**config.mk**
```make
export PLATFORM = sky130hd
export DESIGN_NAME = cde_jtag_master
export DESIGN_NICKNAME = d
export VERILOG_FILES = /design/src/rtl/cde_jtag_master.sv
export SDC_FILE = /design/constraint.sdc
export NUM_CORES = 1
export LEC_CHECK = 0
export ABC_CLOCK_PERIOD_IN_PS = 5900
export CORE_MARGIN = 2
export CORE_UTILIZATION = 30
export CTS_BUF_LIST = sky130_fd_sc_hd__clkbuf_4
export DETAILED_ROUTE_END_ITERATION = 8
export GPL_ROUTABILITY_DRIVEN = 0
export MAX_ROUTING_LAYER = met4
export PLACE_DENSITY = 0.59
export SYNTH_ARGS = -nofsm -noshare
export SYNTH_HDL_FRONTEND = slang
export SYNTH_SLANG_ARGS = --single-unit
```
**constraint.sdc**
```tcl
create_clock -name clk -period 5.9 [get_ports clk]
set_clock_uncertainty 0.2 [all_clocks]
set_input_delay 0.885 -clock clk [delete_from_list [all_inputs] [get_ports clk]]
set_output_delay 0.885 -clock clk [all_outputs]
set_load 0.05 [all_outputs]
```
**src/rtl/cde_jtag_master.sv**
```systemverilog
// JTAG initiator: runs one TAP reset, IR scan or DR scan per request, generating
// TCK/TMS/TDI/TRST_N from clk and returning the captured TDO bits right-justified.
module cde_jtag_master #(
  parameter int DIVCNT     = 4,
  parameter int DATA_WIDTH = 32,
  parameter int LEN_W      = 6
) (
  input  logic                  clk,
  input  logic                  reset_n,
  input  logic                  start,
  input  logic [1:0]            cmd,
  input  logic [LEN_W-1:0]      shift_len,
  input  logic [DATA_WIDTH-1:0] data_in,
  output logic                  busy,
  output logic                  done,
  output logic [DATA_WIDTH-1:0] data_out,
  output logic                  tclk,
  output logic                  tms,
  output logic                  tdi,
  input  logic                  tdo,
  output logic                  trst_n
);

  localparam int CNT_W = $clog2(2 * DIVCNT);
  localparam logic [CNT_W-1:0] HALF_M1 = CNT_W'(DIVCNT - 1);
  localparam logic [CNT_W-1:0] LAST = CNT_W'(2 * DIVCNT - 1);
  localparam logic [DATA_WIDTH-1:0] ONE = DATA_WIDTH'(1);

  typedef enum logic [2:0] {
    S_IDLE, S_PRE, S_HDR, S_SHIFT, S_TRL, S_RST, S_NOP, S_DONE
  } state_t;

  state_t                state_q, state_d, nxt_state;
  logic [CNT_W-1:0]      cnt_q, cnt_d;
  logic [LEN_W-1:0]      idx_q, idx_d, nxt_idx;
  logic                  ir_q, ir_d;
  logic [LEN_W-1:0]      len_q, len_d;
  logic [DATA_WIDTH-1:0] data_q, data_d;
  logic [DATA_WIDTH-1:0] data_out_q, data_out_d;
  logic                  tclk_q, tclk_d;
  logic                  tms_q, tms_d;
  logic                  tdi_q, tdi_d;
  logic                  trst_n_q, trst_n_d;
  logic                  tlr_q, tlr_d;
  logic                  step;
  logic                  len_ok;
  logic [DATA_WIDTH-1:0] shifted;

  assign len_ok = (shift_len != '0) && (shift_len <= LEN_W'(DATA_WIDTH));

  always_ff @(posedge clk) begin
    if (!reset_n) begin
      state_q    <= S_IDLE;
      cnt_q      <= '0;
      idx_q      <= '0;
      ir_q       <= 1'b0;
      len_q      <= '0;
      data_q     <= '0;
      data_out_q <= '0;
      tclk_q     <= 1'b0;
      tms_q      <= 1'b1;
      tdi_q      <= 1'b0;
      trst_n_q   <= 1'b0;
      tlr_q      <= 1'b1;
    end else begin
      state_q    <= state_d;
      cnt_q      <= cnt_d;
      idx_q      <= idx_d;
      ir_q       <= ir_d;
      len_q      <= len_d;
      data_q     <= data_d;
      data_out_q <= data_out_d;
      tclk_q     <= tclk_d;
      tms_q      <= tms_d;
      tdi_q      <= tdi_d;
      trst_n_q   <= trst_n_d;
      tlr_q      <= tlr_d;
    end
  end

  always_comb begin
    state_d    = state_q;
    cnt_d      = cnt_q;
    idx_d      = idx_q;
    ir_d       = ir_q;
    len_d      = len_q;
    data_d     = data_q;
    data_out_d = data_out_q;
    tclk_d     = tclk_q;
    tms_d      = tms_q;
    tdi_d      = tdi_q;
    trst_n_d   = trst_n_q;
    tlr_d      = tlr_q;
    nxt_state  = state_q;
    nxt_idx    = idx_q;
    step       = 1'b0;
    shifted    = '0;

    case (state_q)
      S_IDLE, S_DONE: begin
        state_d  = S_IDLE;
        tclk_d   = 1'b0;
        tdi_d    = 1'b0;
        tms_d    = tlr_q;
        trst_n_d = 1'b1;
        if (start) begin
          ir_d   = cmd[0];
          len_d  = shift_len;
          data_d = data_in;
          if (cmd == 2'b10) begin
            nxt_state = S_RST;
            nxt_idx   = '0;
            step      = 1'b1;
          end else if (!cmd[1] && len_ok) begin
            nxt_state = tlr_q ? S_PRE : S_HDR;
            nxt_idx   = '0;
            step      = 1'b1;
          end else begin
            state_d = S_NOP;
          end
        end
      end

      S_NOP: state_d = S_DONE;

      default: begin
        cnt_d = cnt_q + CNT_W'(1);
        // TDO is captured on the clk edge that raises TCK, before the TAP shifts.
        if (cnt_q == HALF_M1) begin
          tclk_d = 1'b1;
          if (state_q == S_SHIFT) begin
            data_out_d = (idx_q == '0) ? '0 : data_out_q;
            if (tdo) data_out_d = data_out_d | (ONE << idx_q);
          end
        end
        if (cnt_q == LAST) begin
          tclk_d  = 1'b0;
          step    = 1'b1;
          nxt_idx = idx_q + LEN_W'(1);
          case (state_q)
            S_PRE: begin
              nxt_state = S_HDR;
              nxt_idx   = '0;
            end
            S_HDR: begin
              if (idx_q == (ir_q ? LEN_W'(3) : LEN_W'(2))) begin
                nxt_state = S_SHIFT;
                nxt_idx   = '0;
              end
            end
            S_SHIFT: begin
              if (idx_q == len_q - LEN_W'(1)) begin
                nxt_state = S_TRL;
                nxt_idx   = '0;
              end
            end
            S_TRL: if (idx_q == LEN_W'(1)) nxt_state = S_DONE;
            S_RST: if (idx_q == LEN_W'(5)) nxt_state = S_DONE;
            default: nxt_state = S_DONE;
          endcase
        end
      end
    endcase

    // Every period boundary loads the TMS/TDI/TRST_N levels for the next period.
    if (step) begin
      state_d  = nxt_state;
      idx_d    = nxt_idx;
      cnt_d    = '0;
      tdi_d    = 1'b0;
      trst_n_d = 1'b1;
      shifted  = data_d >> nxt_idx;
      case (nxt_state)
        S_PRE:   tms_d = 1'b0;
        S_HDR:   tms_d = (nxt_idx == '0) || (ir_d && nxt_idx == LEN_W'(1));
        S_SHIFT: begin
          tms_d = (nxt_idx == len_d - LEN_W'(1));
          tdi_d = shifted[0];
        end
        S_TRL:   tms_d = (nxt_idx == '0);
        S_RST: begin
          tms_d    = (nxt_idx != LEN_W'(5));
          trst_n_d = (nxt_idx == LEN_W'(5));
        end
        default: begin
          tlr_d = 1'b0;
          tms_d = 1'b0;
        end
      endcase
    end
  end

  assign busy     = (state_q != S_IDLE) && (state_q != S_DONE);
  assign done     = (state_q == S_DONE);
  assign data_out = data_out_q;
  assign tclk     = tclk_q;
  assign tms      = tms_q;
  assign tdi      = tdi_q;
  assign trst_n   = trst_n_q;

endmodule

```
* Word-level counts from Yosys, hierarchy flattened
Index checks and enable logic that the tools add are counted.
Storage, ports and cells: bits in latches 0, logic and storage cells 119, register bits after elaboration 88, ROM bits 0, bits of input ports 44, bits in writable memories 0, memories kept 0
Operators by class: equal/unequal tests 24, $mul 0, reductions and logical operators 21, order comparisons 1, div/mod/pow operators 0, mux-type cells 50, bitwise gates (word level) 5, $add $sub $neg 4, shift operators 2
Operator list (count):
- $mux 32 | 4
- $mux 6 | 8
- $mux 3 | 12
- $or 32x32->32 | 1
- $shl 1x6->32 const A | 1
- $shr 32x6->1 | 1
- $eq 3x3->1 const B | 7
- $pmux 6 s3 | 1
- $mux 1 | 17
- $eq 3x2->1 const B | 5
- $pmux 3 s5 | 1
- $eq 6x1->1 const B | 2
- $eq 6x3->1 const B | 2
- $eq 6x6->1 | 2
- $logic_not 6->1 | 2
- $pmux 3 s2 | 2
- $pmux 6 s2 | 1
- $sub 6x1->6 const B | 2
- $reduce_bool 3->1 | 3
- $add 6x1->6 const B | 1
- $eq 3x1->1 const B | 2
- $eq 6x2->1 | 1
- $le 6x6->1 const B | 1
- $ne 6x3->1 const B | 1
- 18 further kinds | 27

* Logic depth before layout (Yosys ltp)
depth after elaboration 12, gate-level depth with buffers 16, gate-level depth less buffers 13

* Least setup slack after synthesis
No wires, ideal clock.
kind register -> register, start point reg state_q[1], end point reg tdi_q (netlist: tdi), period minus slack after synthesis 3731 ps, setup time 122 ps, cell stages (with the launch flop) 15, data arrival time 3409 ps, data required time 5578 ps, path buffers 2, path slack 2169 ps, path through dfxtp_1 buf_2 nand3_1 inv_2 nor2_1 nor2_4 a21oi_2 nand2_1 o31ai_4 buf_6 mux4_1 and3_1 a311oi_1 a31oi_1 a311o_1
On the way: elaborated cells on any way between the ends 29, classes of those cells eq/ne: 8; shift: 1; mux: 17; reduce/logical: 3
RTL lines:
- start: declaration | RTL line 33 | state_t state_q, state_d, nxt_state;
- start signal: assignment | RTL line 66 | state_q <= state_d;
- $eq 3x3->1 (*)
- via done | RTL line 15 | output logic done,
- $reduce_or 2->1 (*) | RTL line 99 | case (state_q)
- $pmux 6 s2 (tied with other cells) | RTL line 99
- $shr 32x6->1 / $eq 3x2->1 (equally long branches) | RTL line 172, 173
- $mux 1 | RTL line 173 | case (nxt_state)
- $mux 1 | RTL line 166 | if (step) begin
- end signal: assignment | RTL line 75 | tdi_q <= tdi_d;
- end: declaration | RTL line 42 | logic tdi_q, tdi_d;
Mark *: on every way through the listed nets, which the timed path passes. The rest lies on a longest branch. A chain may end at the register's enable or synchronous reset.

* Worst setup path in the final report
start point in shift_len[2], end point reg tdi_q (netlist: tdi)
On the way: cells in the longest elaborated chain, start to end 10, elaborated cells on any way between the ends 21, classes of those cells order compare: 1; eq/ne: 1; shift: 1; mux: 14; reduce/logical: 4
Ends and longest elaborated chain:
- start: declaration | RTL line 12 | input logic [LEN_W-1:0] shift_len,
- $le 6x6->1 / $reduce_bool 6->1 (equally long branches) | RTL line 49 | assign len_ok = (shift_len != '0) && (shift_len <= LEN_W'(DATA_WIDTH));
- $logic_and 1x1->1 (*) | RTL line 49
- $logic_and 1x1->1 (*) | RTL line 114 | end else if (!cmd[1] && len_ok) begin
- $mux 6 / $mux 3 (equally long branches) | RTL line 114
- $mux 6 / $mux 3 (equally long branches) | RTL line 110 | if (cmd == 2'b10) begin
- $mux 6 / $mux 3 (equally long branches) | RTL line 106 | if (start) begin
- $pmux 6 s2 / $pmux 3 s2 (equally long branches) | RTL line 99
- $shr 32x6->1 / $eq 3x2->1 (equally long branches) | RTL line 172, 173
- $mux 1 | RTL line 173
- $mux 1 | RTL line 166
Every way passes the cells marked *; elsewhere a longest branch is shown, timed or not.

==> reports/metrics.yaml <==
clock_tree:
  cts_num_sinks: 88
  cts_max_level: 3
  cts_hold_buf: 0
  clockBufferDepth: 2
  insertion_delay_ns: 0.47
  cts_tree: "built"
  clockRootBuffer: "clkbuf_4"
  cts_resized: 0
  cts_setup_buffers: 0
  cts_buffers: 9
  clk_pin_slew_ns: 0.14
detailed_routing:
  wl_per_cell_microns: 15.74
  route.met2.wl_microns: 6796
  via_per_inst: 5.251
  drt_first_pass_iters: 4
  drc: 0
  top_layer: "met4"
  wl_met1_microns: 6309
  antenna_left: 0
  wl_met3_microns: 629
  wl_microns: 13960
  vias: 4658
  drt_first_iter_violations: 315
floorplanning:
  die_h_microns: 135.8
  num_rows: 48
  core_area_sq_mm: 0.01712
  ios: 82
  die_x_microns: 135.8
  die-area_sq_mm: 0.01843
  start_util_pct: 30.43
placement:
  port_buffers: 81
  dp_hpwl_microns: 10090
  place_ws_ns: 1.259
  dp.cells: 870
sta:
  drv_slew: 0
  post-route-period-util_pct: 70.34
  fmax_mhz: 241.0
  hold_viol: 0
  rsz0062_at_grt: "no"
  relSlewSlack_pct: 37.34
  setup_viol: 0
  period_needed_ns: 4.150
  fin_ws_ns: 1.750
  setup_tns_ns: 0
  worst_pin_slew_ns: 0.9343
  fin_hold_ws_ns: 0.2757
grt:
  grtUsageTotal_pct: 15.84
  grt_max_degree: 88
  grt_pass1_vias: 4560
  grt_pass1_wl_microns: 22650
  antenna_found_initial: 1
  grt-ovfl-total: 0
logic_synthesis:
  syn_area_sq_mm: 0.005209
  avgSynthCellArea_sq_um: 8.667
  synthCells: 601
  ys_seq_area_share_pct: 33.82
  yosysWarnings: 0
  ys_types: 69
  synth_edf_count: 0
  synthFlopType: "dfxtp_1"
  synth-async-reset-ratio_pct: 0
  ys_ff_latch: 88
  syn_nets: 659
critical_path:
  cp.arrival_ns: 4.32
  crit_required_ns: 6.07
  cp-start-kind: "input pin"
  worstPathMaxFanout: 25
  cp-end-kind: "flop"
  crit_type: "in2reg"
layout:
  syn_to_final_growth_pct: 20.75
  fin_nets: 714
  fin_cells: 887
  drive_gt1_share_pct: 7.716
flow_run:
  drv_cap: 0
worst_hold_path:
  hold_path_class: "reg2reg"
pwr:
  leakagePower_nw: 2.144
  cellPowerDensity_mw_per_mm2: 316.4
  ir_worst_vdd_mv: 0.1060
status:
  status: "completed"
synth_stat cells, drive strengths merged, types with 13 or more instances:
| cell | count | area share (%) |
|---|---|---|
| ha | 14 | 3.4 |
| nor3 | 14 | 1.5 |
| buf | 13 | 2.0 |
| a32oi | 25 | 4.2 |
| o21ai | 17 | 1.7 |
| dfxtp | 88 | 34 |
| nor2b | 44 | 5.3 |
| inv | 14 | 1.0 |
| a21oi | 20 | 2.0 |
| a21boi | 34 | 4.9 |
| nand2 | 94 | 6.8 |
| mux2i | 17 | 3.3 |
| xnor2 | 13 | 2.2 |
| clkbuf | 31 | 2.2 |
| nor2 | 40 | 3.0 |
stage by stage:
stage	area (sq um)	util (%)	power (mW)
final	6290	36.75	1.990
after global routing	6290	36.75	2.133
after CTS	6287	36.73	2.004
after detailed placement	6141	35.88	1.643
after global placement	6141	35.88	1.626
after floorplan	5209	-	1.428
report_power, final:
part	switching, mW	total (mW)	internal, mW
registers	0.0857	0.760	0.674
logic	0.505	0.870	0.365
clock network	0.228	0.360	0.132
total	0.818	1.99	1.17
cell families after synthesis:
group	synth area share [%]
and+or+nand+nor	22.56
buffers and inverters	5.212
muxes	8.888
adders and majority gates	3.363
xor gates and xnor gates	3.483
AOI/OAI and AO/OA	22.68
DFF	33.82
critical path, cell delays in order:
cell and delay [ns]:
clkdlybuf4s50_1 0.53, nor2_1 0.08, a21boi_1 0.52, o31ai_4 0.16
a21oi_2 0.35, nand2_1 0.15, o31ai_4 0.09, buf_4 0.36
mux4_1 0.34, a22o_1 0.24, a311oi_1 0.21, a31oi_1 0.11
a311o_1 0.27
final timing paths:
path / from / to / slack, ns / cells after the start
setup reg to reg: state_q[1]$_SDFFE_PN0P_ / tdi$_SDFFE_PN0P_ / 1.98 / 12
setup / recovery: shift_len[2] / tdi$_SDFFE_PN0P_ / 1.75 / 13
hold reg to reg: data_q[24]$_SDFF_PN0_ / data_q[24]$_SDFF_PN0_ / 0.28 / 2
hold / removal: data_q[24]$_SDFF_PN0_ / data_q[24]$_SDFF_PN0_ / 0.28 / 2
layout make-up:
type	count	area, sq um
clock buffer	9	67.56
antenna	1	2.502
fill	1752	10830
timing repair buffer	88	858.3
clock inverter	7	78.83
inverter	14	52.55
sequential	88	1762
multi-input combinational	455	3187
tap	225	281.5
registers in the layout (all words and copies together) (netlist names):
| signal | cells |
|---|---|
| data_out | 32 |
| data_q | 32 |
| idx_q | 6 |
| len_q | 6 |
| cnt_q | 3 |
| state_q | 3 |
| ir_q | 1 |
| tclk | 1 |
| tdi | 1 |
| tlr_q | 1 |
| tms | 1 |
| trst_n | 1 |
per-layer routing:
layer	global-route usage, %	up-vias
met5	-	-
met4	5.035	0
met3	3.367	17
met2	25.59	112
met1	19.81	2248
li1	-	2281
cells in the final DEF, fill, tap and decap left out, drive strengths merged, types with 3 or more instances in the layout:
cell type,n
o211ai,5
clkbuf,9
a32oi,25
o31ai,3
clkinvlp,3
nor3,14
mux4,12
clkdlybuf4s50,80
o311a,3
nand4,5
a211oi,3
nand2b,5
ha,14
o22ai,3
a31oi,4
mux2i,17
nor4,4
o31a,3
and2,7
nor2,40
a21boi,34
a21oi,20
o21ai,17
nor2b,44
nand3,11
inv,16
buf,8
nand2,94
xor2,6
o221ai,3
xnor2,13
a22oi,12
and3,5
dfxtp,88
Power figures use the tool's default switching activity.
